<file path="src/rtl/seq_det_pkg.sv">
// Shared types and sizing helpers for the serial pattern detector.
package seq_det_pkg;

    typedef enum logic [1:0] {
        S_FILL = 2'd0,
        S_SCAN = 2'd1,
        S_HIT  = 2'd2
    } seq_det_state_t;

    // Width of a counter that must hold 0..pat_w inclusive.
    function automatic int fill_width(input int pat_w);
        return $clog2(pat_w + 1);
    endfunction

endpackage

</file>
<file path="src/rtl/sat_counter.sv">
// Saturating up-counter; clr restarts from zero, sat flags the all-ones value.
module sat_counter #(
    parameter int W = 8
) (
    input  logic         clk,
    input  logic         reset,
    input  logic         clr,
    input  logic         inc,
    output logic [W-1:0] count,
    output logic         sat
);

    assign sat = &count;

    always_ff @(posedge clk) begin
        if (reset || clr)
            count <= '0;
        else if (inc && !sat)
            count <= count + 1'b1;
    end

endmodule

</file>
<file path="src/rtl/seq_det_moore.sv">
// Moore serial pattern detector: compares the last PAT_W accepted bits against
// a run-time pattern, pulses d_out for one cycle per hit and counts hits.
module seq_det_moore
    import seq_det_pkg::*;
#(
    parameter int PAT_W = 4,
    parameter int CNT_W = 8
) (
    input  logic             clk,
    input  logic             reset,
    input  logic             clear,
    input  logic             en,
    input  logic             d_in,
    input  logic [PAT_W-1:0] pattern,
    input  logic             overlap,
    output logic             d_out,
    output logic [CNT_W-1:0] match_cnt,
    output logic             cnt_sat
);

    localparam int FILL_W = fill_width(PAT_W);
    localparam logic [FILL_W-1:0] FULL = FILL_W'(PAT_W);

    logic [PAT_W-1:0]  hist, hist_nxt;
    logic [FILL_W-1:0] fill, fill_nxt;
    logic              hit;
    seq_det_state_t    state;

    always_comb begin
        hist_nxt = {hist[PAT_W-2:0], d_in};
        fill_nxt = (fill == FULL) ? fill : fill + 1'b1;
        hit      = (fill_nxt == FULL) && (hist_nxt == pattern);
    end

    always_ff @(posedge clk) begin
        if (reset || clear) begin
            hist  <= '0;
            fill  <= '0;
            state <= S_FILL;
        end else if (en) begin
            if (hit) begin
                state <= S_HIT;
                // Non-overlapping mode consumes the matched bits immediately.
                hist  <= overlap ? hist_nxt : '0;
                fill  <= overlap ? fill_nxt : '0;
            end else begin
                hist  <= hist_nxt;
                fill  <= fill_nxt;
                state <= (fill_nxt == FULL) ? S_SCAN : S_FILL;
            end
        end else if (state == S_HIT) begin
            // fill already reflects the mode the hit was taken in.
            state <= (fill == FULL) ? S_SCAN : S_FILL;
        end
    end

    assign d_out = (state == S_HIT);

    sat_counter #(.W(CNT_W)) u_cnt (
        .clk   (clk),
        .reset (reset),
        .clr   (clear),
        .inc   (en && hit),
        .count (match_cnt),
        .sat   (cnt_sat)
    );

endmodule

</file>
<file path="config.mk">
export PLATFORM = sky130hd
export DESIGN_NAME = seq_det_moore
export DESIGN_NICKNAME = d
export VERILOG_FILES = /design/src/rtl/seq_det_pkg.sv /design/src/rtl/sat_counter.sv /design/src/rtl/seq_det_moore.sv
export SDC_FILE = /design/constraint.sdc
export NUM_CORES = 1
export LEC_CHECK = 0
export ABC_AREA = 1
export BUFFER_PORTS_ARGS = -buffer_cell sky130_fd_sc_hd__buf_2
export CAP_MARGIN = 20
export CELL_PAD_IN_SITES_DETAIL_PLACEMENT = 1
export CELL_PAD_IN_SITES_GLOBAL_PLACEMENT = 2
export CORE_MARGIN = 3
export CORE_UTILIZATION = 29
export CTS_CLUSTER_DIAMETER = 150
export DETAILED_ROUTE_END_ITERATION = 8
export PLACE_DENSITY = 0.84
export SLEW_MARGIN = 20
export SYNTH_ARGS = -nofsm -noshare
export SYNTH_HDL_FRONTEND = slang
export SYNTH_SLANG_ARGS = --single-unit
</file>
<file path="constraint.sdc">
create_clock -name clk -period 2.2 [get_ports clk]
set_input_delay 0.44 -clock clk [delete_from_list [all_inputs] [get_ports clk]]
set_output_delay 0.44 -clock clk [all_outputs]
set_load 0.03 [all_outputs]
</file>
==> impl_results.md <==
* CORE AREA at 3150 um2
* Antenna violations before repair at 0
* RD Place Congestion at 0.732
* CTS buffer count at 3
* CP Class: reg2out
* Design Area, Final at 1160 um2
* DR vias at 993
* Share of cells above drive strength 1 at 0.199
* CTS Root Cell: clkbuf_4
* Placed insts at 207
* DRT Wirelength at 2.42 mm
* Via-per-instance ratio at 4.73
* Non-filler cells, final at 210
* Largest net degree at the start of global routing at 23
* PnR worst setup slack at 0.180 ns
* Fin crit period at 2.02 ns
* Total track usage at 0.126
* RSZ-0062 raised after global routing: false
* Critical path peak fanout at 8
* Sink Count at 16
* Setup Skew at 0.000656 ns
* Leak at 0.561 nW
* Fin nets at 181
* Most common cell after layout, fill and taps aside: nand2_1
* Worst hold start: d_in
* Syn avg cell area at 6.81 um2
* CP required at 1.76 ns
* TritonCTS clock tree: built
* Worst vdd ir at 0.185 mV
* Vias in the first global route at 982
* Area of the die at 4170 um2
* Final core utilization at 0.367
* Status: finished, final reports clean
* Total grt overflow at 0
* Worst slew pin tran at 0.409 ns
* Final hold viol count at 0
* Critical Path Source Type: register
* Sequential-to-total area share from yosys stat at 0.322
* CP max-delay cell: dfxtp_1
* Critical path cell sequence: ha_1 -> nand2_1 -> inv_2 -> nand4_4 -> inv_1 -> buf_2
* Post-DR wirelength/cell at 11.5 um
* Syn nets at 159
* Clock slew at reported path FFs at 0.09 ns
* Max Cap Viol at 0
* #FFs+latches synth at 16
* Rows at 20
* Post-synthesis cell type count at 23
* Critical path arrival at 1.58 ns
* Rel. slew slack at 0.727
* Worst setup path startpoint: u_cnt.count[0]
* Cell area after synthesis at 995 um2
* Setup violators final at 0
* First DRT Iteration DRCs at 17
* HP Class: in2reg
* Ports at 20
* YS warnings at 0
* Commonest non-fill, non-tap cells in the layout: nand2_1, inv_1, buf_2
* Number of remaining DRC errors at 0
* Max-slew violations at 0
* Syn Inst Count at 146
* DP HPWL at 1.90 mm
* Die Height at 64.6 um
* Slowest cell delay on critical path at 0.41 ns
* Detail Route Antenna Nets at 0
* Antenna fix cells at 0
* Longest Clk Path Bufs at 2
* Initial Util at 0.315
* Fill cells at 432
* Top delay family on crit path: buffers and inverters
* CTS H-Tree Depth at 1
* R2R Path Start: fill[0]
* Clock Latency Late Sink at 0.28 ns
* Area delta synth->final at 16.5%
* Worst Setup End Kind: output port
* First-pass detailed-route iteration total at 4
* First-pass GRT wire length at 4.22 mm
* Die width at 64.6 um
* PwrDens at 432 nW/um2
* WP buf/inv at 3
* TNS Setup at 0 ns
* Hold_buf cts at 0
* Tcrit/Tclk final at 0.918
* Placement Cell Area at 1140 um2
* Post-Place Setup Slack at 0.464 ns
* Fmax at 0.495 GHz
* Buffers on Ports at 19
## layout make-up
class	count	area (um2)	share of cell area
Inverter	26	97.6	0.0842
Tap cell	44	55.1	0.0475
Sequential cell	16	320	0.276
Timing Repair Buffer	19	95.1	0.0821
Multi-Input combinational cell	102	568	0.490
Clock buffer	3	22.5	0.0194
## per-layer routing
layer | wire (um) | vias to the layer above | global-route usage
met3 | 80 | 5 | 0.0225
met1 | 1120 | 466 | 0.147
li1 | - | 506 | -
met4 | 35 | 0 | 0.0475
met2 | 1190 | 16 | 0.228
met5 | 0 | - | 0
## where the power goes
group          internal, W  switching [W]
combinational    0.0000170      0.0000326
clock            0.0000635      0.0000907
sequential        0.000294     0.00000361
total             0.000374       0.000127
## cells in the mapped netlist (all sizes together)
master | n | area [um2]
a31oi | 1 | 6.26
o21ai | 6 | 30.0
ha | 3 | 37.5
a21o | 1 | 7.51
nand4 | 8 | 65.1
o211ai | 1 | 7.51
nand3b | 2 | 15.0
clkbuf | 1 | 3.75
nand2 | 40 | 155
dfxtp | 16 | 320
nor2 | 17 | 87.6
a21oi | 11 | 55.1
buf | 1 | 5.00
xor2 | 2 | 17.5
xnor2 | 1 | 8.76
inv | 26 | 97.6
nand3 | 9 | 75.1
## logic make-up after synthesis
| group | synth area share |
|---|---|
| XOR/XNOR | 0.0264 |
| adder cells (fa/ha/maj) | 0.0377 |
| AO/OA/AOI/OAI | 0.107 |
| buffers and inverters | 0.107 |
| AND/OR/NAND/NOR | 0.400 |
| flip-flops | 0.322 |
## final timing paths
| kind | end | slack, ns | cells after the start |
|---|---|---|---|
| hold / removal | hist[0] | 0.43 | 3 |
| hold reg to reg | state[1] | 0.50 | 2 |
| setup reg to reg | u_cnt.count[0] | 0.49 | 10 |
| setup / recovery | cnt_sat | 0.18 | 6 |
## timing repair
item                                    4_1_cts  5_1_grt
setup buffers                                 0        0
hold endpoints to repair                      0        0
endpoints found under the setup margin        0        1
resized for setup                             0        1
## state kept, by name, summed over array words and instances (netlist names)
signal	cells
fill	3
hist	3
state	2
u_cnt.count	8
## stage by stage
step | hold slack, ns | power (W)
CTS | 0.433 | 0.000506
global route | 0.460 | 0.000528
global placement | 0.482 | 0.000352
finish | 0.428 | 0.000501
detailed placement | 0.486 | 0.000355
floorplan | 0.461 | 0.000336
## worst min-delay path, delay by kind of cell
kind | cells | cell delay (ns)
buffers and inverters | 1 | 0.11
AND/OR/NAND/NOR | 1 | 0.06
AO/OA/AOI/OAI | 1 | 0.05
Note: power is estimated with default switching activity, not from simulation.
